<file path="config.mk">
export PLATFORM = sky130hd
export DESIGN_NAME = lsu_mem
export DESIGN_NICKNAME = d
export VERILOG_FILES = /design/src/rtl/lsu_mem_pkg.sv /design/src/rtl/lsu_mem_align.sv /design/src/rtl/lsu_mem.sv
export SDC_FILE = /design/constraint.sdc
export NUM_CORES = 1
export LEC_CHECK = 0
export ABC_AREA = 1
export BUFFER_PORTS_ARGS = -buffer_cell sky130_fd_sc_hd__buf_2
export CAP_MARGIN = 5
export CORE_UTILIZATION = 30
export DETAILED_ROUTE_END_ITERATION = 8
export PLACE_DENSITY = 0.64
export SLEW_MARGIN = 20
export SYNTH_ARGS = -nofsm -noshare
export SYNTH_HDL_FRONTEND = slang
export SYNTH_SLANG_ARGS = --single-unit
export TNS_END_PERCENT = 100
</file>
<file path="constraint.sdc">
create_clock -name core_clk -period 3.8 [get_ports core_clk]
set_input_delay 0.57 -clock core_clk [delete_from_list [all_inputs] [get_ports core_clk]]
set_output_delay 0.57 -clock core_clk [all_outputs]
set_load 0.05 [all_outputs]
</file>
<file path="src/rtl/lsu_mem_pkg.sv">
// Shared encodings and helpers for the lsu_mem load/store stage.
package lsu_mem_pkg;

    localparam int LSU_XLEN   = 64;
    localparam int LSU_INFO_W = 6;

    localparam logic [1:0] MEM_OP_NONE  = 2'b00;
    localparam logic [1:0] MEM_OP_LOAD  = 2'b01;
    localparam logic [1:0] MEM_OP_STORE = 2'b10;

    localparam logic [1:0] SIZE_B = 2'b00;
    localparam logic [1:0] SIZE_H = 2'b01;
    localparam logic [1:0] SIZE_W = 2'b10;
    localparam logic [1:0] SIZE_D = 2'b11;

    typedef enum logic [1:0] {
        LSU_IDLE = 2'b00,
        LSU_REQ  = 2'b01,
        LSU_WAIT = 2'b10
    } lsu_state_e;

    // Encoding 2'b11 is reserved and behaves like a non-memory op.
    function automatic logic is_mem_op(input logic [1:0] op);
        return !((op == MEM_OP_NONE) || (op == 2'b11));
    endfunction

    function automatic logic is_aligned(input logic [1:0] size, input logic [2:0] lane);
        case (size)
            SIZE_B:  return 1'b1;
            SIZE_H:  return (lane[0] == 1'b0);
            SIZE_W:  return (lane[1:0] == 2'b00);
            default: return (lane == 3'b000);
        endcase
    endfunction

endpackage

</file>
<file path="src/rtl/lsu_mem_align.sv">
// Byte-lane steering: load extract/extend and store replicate/write-mask generation.
module lsu_mem_align
    import lsu_mem_pkg::*;
(
    input  logic [1:0]          size,
    input  logic                is_unsigned,
    input  logic [2:0]          lane,
    input  logic [LSU_XLEN-1:0] sdata,
    input  logic [LSU_XLEN-1:0] rdata,
    output logic [LSU_XLEN-1:0] ldata,
    output logic [LSU_XLEN-1:0] wdata,
    output logic [7:0]          wmask
);

    logic [LSU_XLEN-1:0] field;
    logic [7:0]          mask_base;

    assign field = rdata >> {lane, 3'b000};

    always_comb begin
        ldata     = '0;
        wdata     = '0;
        mask_base = 8'h00;
        case (size)
            SIZE_B: begin
                ldata     = is_unsigned ? {56'd0, field[7:0]} : {{56{field[7]}}, field[7:0]};
                wdata     = {8{sdata[7:0]}};
                mask_base = 8'h01;
            end
            SIZE_H: begin
                ldata     = is_unsigned ? {48'd0, field[15:0]} : {{48{field[15]}}, field[15:0]};
                wdata     = {4{sdata[15:0]}};
                mask_base = 8'h03;
            end
            SIZE_W: begin
                ldata     = is_unsigned ? {32'd0, field[31:0]} : {{32{field[31]}}, field[31:0]};
                wdata     = {2{sdata[31:0]}};
                mask_base = 8'h0F;
            end
            default: begin
                ldata     = field;
                wdata     = sdata;
                mask_base = 8'hFF;
            end
        endcase
    end

    // Lanes shifted past byte 7 fall off; only reachable on misaligned accesses.
    assign wmask = mask_base << lane;

endmodule

</file>
<file path="src/rtl/lsu_mem.sv">
// Load/store stage between exu and wbu on a req/gnt/rvalid data-memory bus.
// Optional feature macro: LSU_MISALIGN_CHECK_EN (misaligned mem ops flagged, no bus access).
//
//   state    | meaning
//   ---------+-------------------------------------------------------------
//   LSU_IDLE | ready for a new op; non-mem ops retire from here in 1 cycle
//   LSU_REQ  | memory request held on the bus until gnt
//   LSU_WAIT | load granted, waiting for rvalid
module lsu_mem
    import lsu_mem_pkg::*;
#(
    parameter int XLEN   = LSU_XLEN,
    parameter int INFO_W = LSU_INFO_W
) (
    input  logic              core_clk,
    input  logic              core_rst,
    input  logic              exu_lsu_valid,
    output logic              lsu_exu_ready,
    input  logic [1:0]        exu_lsu_mem_op,
    input  logic [1:0]        exu_lsu_size,
    input  logic              exu_lsu_unsigned,
    input  logic [XLEN-1:0]   exu_lsu_result,
    input  logic [XLEN-1:0]   exu_lsu_sdata,
    input  logic [4:0]        exu_lsu_dst,
    input  logic [INFO_W-1:0] exu_lsu_type,
    input  logic [XLEN-1:0]   exu_lsu_pc,
    output logic              lsu_mem_req,
    output logic              lsu_mem_we,
    output logic [XLEN-1:0]   lsu_mem_addr,
    output logic [XLEN-1:0]   lsu_mem_wdata,
    output logic [7:0]        lsu_mem_wmask,
    input  logic              mem_lsu_gnt,
    input  logic              mem_lsu_rvalid,
    input  logic [XLEN-1:0]   mem_lsu_rdata,
    output logic              lsu_wbu_valid,
    output logic [4:0]        lsu_wbu_dst,
    output logic [XLEN-1:0]   wbu_dst_data,
    output logic [INFO_W-1:0] lsu_wbu_type,
    output logic [XLEN-1:0]   lsu_wbu_pc,
    output logic              lsu_wbu_misalign
);

    lsu_state_e        state;
    lsu_state_e        state_nxt;

    logic [1:0]        lat_mem_op;
    logic [1:0]        lat_size;
    logic              lat_unsigned;
    logic [XLEN-1:0]   lat_addr;
    logic [XLEN-1:0]   lat_sdata;
    logic [4:0]        lat_dst;
    logic [INFO_W-1:0] lat_type;
    logic [XLEN-1:0]   lat_pc;

    logic              accept;
    logic              acc_mem;
    logic              acc_misalign;
    logic              lat_store;
    logic [XLEN-1:0]   load_data;

    assign accept    = exu_lsu_valid && lsu_exu_ready;
    assign acc_mem   = accept && is_mem_op(exu_lsu_mem_op);
    assign lat_store = (lat_mem_op == MEM_OP_STORE);

`ifdef LSU_MISALIGN_CHECK_EN
    assign acc_misalign = acc_mem && !is_aligned(exu_lsu_size, exu_lsu_result[2:0]);
`else
    assign acc_misalign = 1'b0;
`endif

    always_ff @(posedge core_clk) begin
        if (core_rst) begin
            state <= LSU_IDLE;
        end else begin
            state <= state_nxt;
        end
    end

    always_comb begin
        state_nxt = state;
        case (state)
            LSU_IDLE: if (acc_mem && !acc_misalign) state_nxt = LSU_REQ;
            LSU_REQ:  if (mem_lsu_gnt)    state_nxt = lat_store ? LSU_IDLE : LSU_WAIT;
            LSU_WAIT: if (mem_lsu_rvalid) state_nxt = LSU_IDLE;
            default:  state_nxt = LSU_IDLE;
        endcase
    end

    always_comb begin
        lsu_exu_ready = (state == LSU_IDLE);
        lsu_mem_req   = (state == LSU_REQ);
    end

    always_ff @(posedge core_clk) begin
        if (core_rst) begin
            lat_mem_op   <= MEM_OP_NONE;
            lat_size     <= SIZE_B;
            lat_unsigned <= 1'b0;
            lat_addr     <= '0;
            lat_sdata    <= '0;
            lat_dst      <= '0;
            lat_type     <= '0;
            lat_pc       <= '0;
        end else if (accept) begin
            lat_mem_op   <= exu_lsu_mem_op;
            lat_size     <= exu_lsu_size;
            lat_unsigned <= exu_lsu_unsigned;
            lat_addr     <= exu_lsu_result;
            lat_sdata    <= exu_lsu_sdata;
            lat_dst      <= exu_lsu_dst;
            lat_type     <= exu_lsu_type;
            lat_pc       <= exu_lsu_pc;
        end
    end

    assign lsu_mem_we   = lat_store;
    assign lsu_mem_addr = {lat_addr[XLEN-1:3], 3'b000};

    lsu_mem_align u_align (
        .size        (lat_size),
        .is_unsigned (lat_unsigned),
        .lane        (lat_addr[2:0]),
        .sdata       (lat_sdata),
        .rdata       (mem_lsu_rdata),
        .ldata       (load_data),
        .wdata       (lsu_mem_wdata),
        .wmask       (lsu_mem_wmask)
    );

    // Accept only happens in IDLE, so the branches below are mutually exclusive.
    always_ff @(posedge core_clk) begin
        if (core_rst) begin
            lsu_wbu_valid    <= 1'b0;
            lsu_wbu_misalign <= 1'b0;
            lsu_wbu_dst      <= '0;
            wbu_dst_data     <= '0;
            lsu_wbu_type     <= '0;
            lsu_wbu_pc       <= '0;
        end else begin
            lsu_wbu_valid    <= 1'b0;
            lsu_wbu_misalign <= 1'b0;
            if (accept && !acc_mem) begin
                lsu_wbu_valid <= 1'b1;
                lsu_wbu_dst   <= exu_lsu_dst;
                wbu_dst_data  <= exu_lsu_result;
                lsu_wbu_type  <= exu_lsu_type;
                lsu_wbu_pc    <= exu_lsu_pc;
            end else if (acc_misalign) begin
                lsu_wbu_valid    <= 1'b1;
                lsu_wbu_misalign <= 1'b1;
                lsu_wbu_dst      <= '0;
                wbu_dst_data     <= '0;
                lsu_wbu_type     <= exu_lsu_type;
                lsu_wbu_pc       <= exu_lsu_pc;
            end else if ((state == LSU_REQ) && mem_lsu_gnt && lat_store) begin
                lsu_wbu_valid <= 1'b1;
                lsu_wbu_dst   <= lat_dst;
                wbu_dst_data  <= '0;
                lsu_wbu_type  <= lat_type;
                lsu_wbu_pc    <= lat_pc;
            end else if ((state == LSU_WAIT) && mem_lsu_rvalid) begin
                lsu_wbu_valid <= 1'b1;
                lsu_wbu_dst   <= lat_dst;
                wbu_dst_data  <= load_data;
                lsu_wbu_type  <= lat_type;
                lsu_wbu_pc    <= lat_pc;
            end
        end
    end

endmodule

</file>
==> out/qor.log <==
INFO  outcome        status=finished, final reports clean
INFO  yosys          synth_cells=2,411
INFO  pwr            p_leak=9.47nW
INFO  sta            final_hold_violating_endpoints=0
INFO  pwr            share_clk_of_total_power=0.336
INFO  sta            final.min_clock_period=3610ps
INFO  setup_path     minimum_setup_slack_among_reg_to_reg_paths=1020ps
INFO  routing        drt_iter0_markers=1,469
INFO  floorplanning  initial_core_util=0.305
INFO  sta            layout_worst_path_cycle_share=0.951
INFO  clocking       clkSlewWorstSetupHoldPaths=60ps
INFO  setup_path     r2r_end=wbu_dst_data[16]$_SDFFE_PP0P_
INFO  pwr            cellPowerDensity=578nW/um^2
INFO  clocking       worst_skew_pair.late_latency=570ps
INFO  pwr            intPower=0.00725W
INFO  sta            unrepaired_setup_endpoints_after_global_routing=no
INFO  routing        drt_wl_total=65,000um
INFO  yosys          synthesis.area_per_instance=6.83squm
INFO  pwr            max-vdd-ir-drop=441uV
INFO  placement      place_worst_setup_slack=838ps
INFO  yosys          postSynth.topFlopCell=dfxtp_1
INFO  job            cap_viol_max_count=0
INFO  sta            final-setup-viol-count=0
INFO  sta            maxSlewHeadroom=0.426
INFO  cells_and_area flow.area_growth_from_synthesis=24.3%
INFO  clocking       total_cts_buffers=40
INFO  yosys          synth.lib_cells_used.distinct=33
INFO  global_route   grt_antenna_before_repair=15
INFO  setup_path     crit_path_max_fanout=19
INFO  pwr            p_switching=0.00457W
INFO  clocking       cts.sinks=350
INFO  clocking       post_cts.resized_instances=0
INFO  sta            final.setup.worst_slack=187ps
INFO  floorplanning  floorplan.rows=85
INFO  sta            max_clock_freq=277MHz
INFO  setup_path     r2r_cells=5
INFO  setup_path     setup.worst_path.start_class=flip-flop
INFO  clocking       number_of_setup_buffers_added_after_cts=0
INFO  min_path       hold-path-cell-count=3
INFO  cells_and_area mostFrequentLayoutCell=buf_2
INFO  sta            final-max-slew-violation-count=0
INFO  floorplanning  area_of_the_die=55,800squm
INFO  min_path       min_from=exu_lsu_sdata[54]
INFO  placement      port_buffers=552
INFO  setup_path     critical_path.cell_chain=inv_1 > nor2_1 > inv_1 > o211ai_1 > buf_2
INFO  setup_path     setup.worst_path.class=reg -> out
INFO  global_route   grt_start_max_net_pins=141
INFO  sta            worst-slew-pin-transition=858ps
INFO  setup_path     cp_data_arrival_time=3040ps
INFO  clocking       clk_path_buf_depth=3
INFO  clocking       cts_root_buf=clkbuf_16
INFO  cells_and_area post_route_cells_drive_above_1_share=0.240
INFO  routing        wl_per_cell=18.6um
INFO  min_path       min_delay_worst_endpoint=lat_sdata[54]$_SDFFE_PP0P_
INFO  floorplanning  dieHeight=236um
INFO  pwr            switching_share=0.387
INFO  yosys          synth_edf_count=0
INFO  floorplanning  die_width=236um
INFO  floorplanning  placeableCoreArea=54,000squm
INFO  setup_path     nature_of_the_critical_path_endpoint=output pin
INFO  global_route   grt_overflow=0
INFO  global_route   grt_use_total=0.222
INFO  global_route   vias_in_the_first_global_route=16.3k
INFO  routing        firstDrtPassIters=7
INFO  sta            totalNegativeSetupSlack=0ps
INFO  routing        ant_nets=0
INFO  setup_path     rr_startpoint=lat_size[0]$_SDFFE_PP0P_
INFO  yosys          ys_ff_latch=350
INFO  yosys          yosys_warning_count=0
INFO  yosys          async_flop_share=0
INFO  setup_path     cpMostUsedCell=inv_1
INFO  setup_path     critical_path.slowest_cell=nor2_1
INFO  placement      hpwlAfterDp=46,400um
INFO  floorplanning  design.portCount=557
INFO  min_path       timing.hold.worst.class=in -> reg
INFO  clocking       cts-hold-fix-buffers=0
INFO  setup_path     cpPeakStageDelay=750ps
INFO  clocking       h-tree-depth=2
INFO  global_route   grt_pass1_wl=97,800um
INFO  yosys          seq_area_frac_synth=0.426
INFO  routing        avgViaCountPerCell=5.05
INFO  sta            finClkSkew=18.5ps
INFO  routing        drcViolationCount=0
INFO  yosys          synthesis.area=16,500squm
INFO  cells_and_area mostFrequentLayoutCells=buf_2 (552), nand2_1 (488), o21ai_0 (421)
INFO  cells_and_area nNetsFinal=3,042
INFO  setup_path     cp_data_required_time=3230ps
INFO  clocking       cts_tree=yes
INFO  routing        dr_total_vias=17.7k
INFO  pwr            comb_power_share=0.302
INFO  pwr            pwr-share-seq=0.362
INFO  placement      gpl.final_weighted_congestion=0.959
-- metal layers --
layer / global-route usage / vias to the layer above / wire (um) / part of all wire
li1: - / 8682 / - / -
met1: 0.282 / 8147 / 27300 / 0.42
met2: 0.368 / 706 / 30700 / 0.47
met3: 0.0509 / 135 / 5060 / 0.078
met4: 0.0777 / 12 / 1970 / 0.030
met5: 0 / - / 72 / 0.0011
-- critical path, delay by kind of cell, from the launching register on --
kind	cells	cell delay, ps
AOI/OAI and AO/OA	1	310
and+or+nand+nor	1	750
buffers and inverters	3	970
DFF	1	450
-- through the flow --
stage	util	std cells	power [W]	hold WS [ps]	area, sq um
2_1_floorplan	-	2414	0.00693	430	16500
3_3_place_gp	0.353	3419	0.00792	451	19100
3_5_place_dp	0.353	3419	0.00793	452	19100
4_1_cts	0.378	3488	0.0119	217	20400
5_1_grt	0.379	3495	0.0124	245	20500
6_report	0.379	3498	0.0118	255	20500
-- registers in the layout (all words and copies together) (netlist names) --
register       cells
lat_addr          64
lat_type           6
lat_size           2
lsu_wbu_valid      1
lsu_wbu_dst        5
state              2
wbu_dst_data      64
lat_pc            64
lat_sdata         64
lsu_wbu_pc        64
lsu_wbu_type       6
lat_unsigned       1
lat_dst            5
lat_mem_op         2
-- area by class of cell --
cell class	instances	area, sq um
multi-input cells	1728	7880
fillers	5866	33600
flip-flops and latches	350	7010
diodes	10	25.0
clock buffers	63	1260
repair buffers	584	3080
well taps	696	871
clock inverters	6	97.6
inverters	61	246
-- worst max path at each step --
stage / from / endpoint / slack [ps] / depth (start not counted)
floorplan: lat_size[1]$_SDFFE_PP0P_ / lsu_mem_wdata[40] / 750 / 6
global placement: lat_size[1]$_SDFFE_PP0P_ / wbu_dst_data[33]$_SDFFE_PP0P_ / 740 / 6
detailed placement: lat_size[1]$_SDFFE_PP0P_ / lsu_mem_wdata[48] / 840 / 5
CTS: lat_size[1]$_SDFFE_PP0P_ / lsu_mem_wdata[48] / 220 / 5
global route: lat_size[1]$_SDFFE_PP0P_ / lsu_mem_wdata[48] / 90 / 5
finish: lat_size[1]$_SDFFE_PP0P_ / lsu_mem_wdata[48] / 190 / 5
-- power groups by stage --
stage / Clock [W] / Combinational, W / Sequential, W
finish: 0.00398 / 0.00357 / 0.00428
global route: 0.00420 / 0.00384 / 0.00432
CTS: 0.00407 / 0.00358 / 0.00428
detailed placement: 0 / 0.00357 / 0.00435
global placement: 0 / 0.00357 / 0.00435
floorplan: 0 / 0.00201 / 0.00492
-- cell usage after synthesis (all sizes together), types with 3 or more instances --
master  number  area (sq um)
nand2      492          1850
o21ai      436          2180
nor2       367          1410
dfxtp      350          7010
a21oi      231          1160
clkbuf     147           556
buf        128           823
a31oi       75           469
nand3       64           338
inv         58           218
o211ai      21           158
o21a         7          52.6
o22ai        7          43.8
o311ai       7          61.3
a221oi       6          52.6
nor3         4          20.0
clkinv       3          11.3
or2          3          18.8
-- logic make-up (layout without fill, tap and decap cells) --
group,Yosys count,after routing,share of synthesized area
flip-flops,350,350,0.426
AO/OA/AOI/OAI,792,792,0.255
AND/OR/NAND/NOR,931,931,0.221
buffers and inverters,336,714,0.0977
XOR/XNOR,1,1,0.000532
other,1,14,0.000228
(Power assumes the default switching activity.)
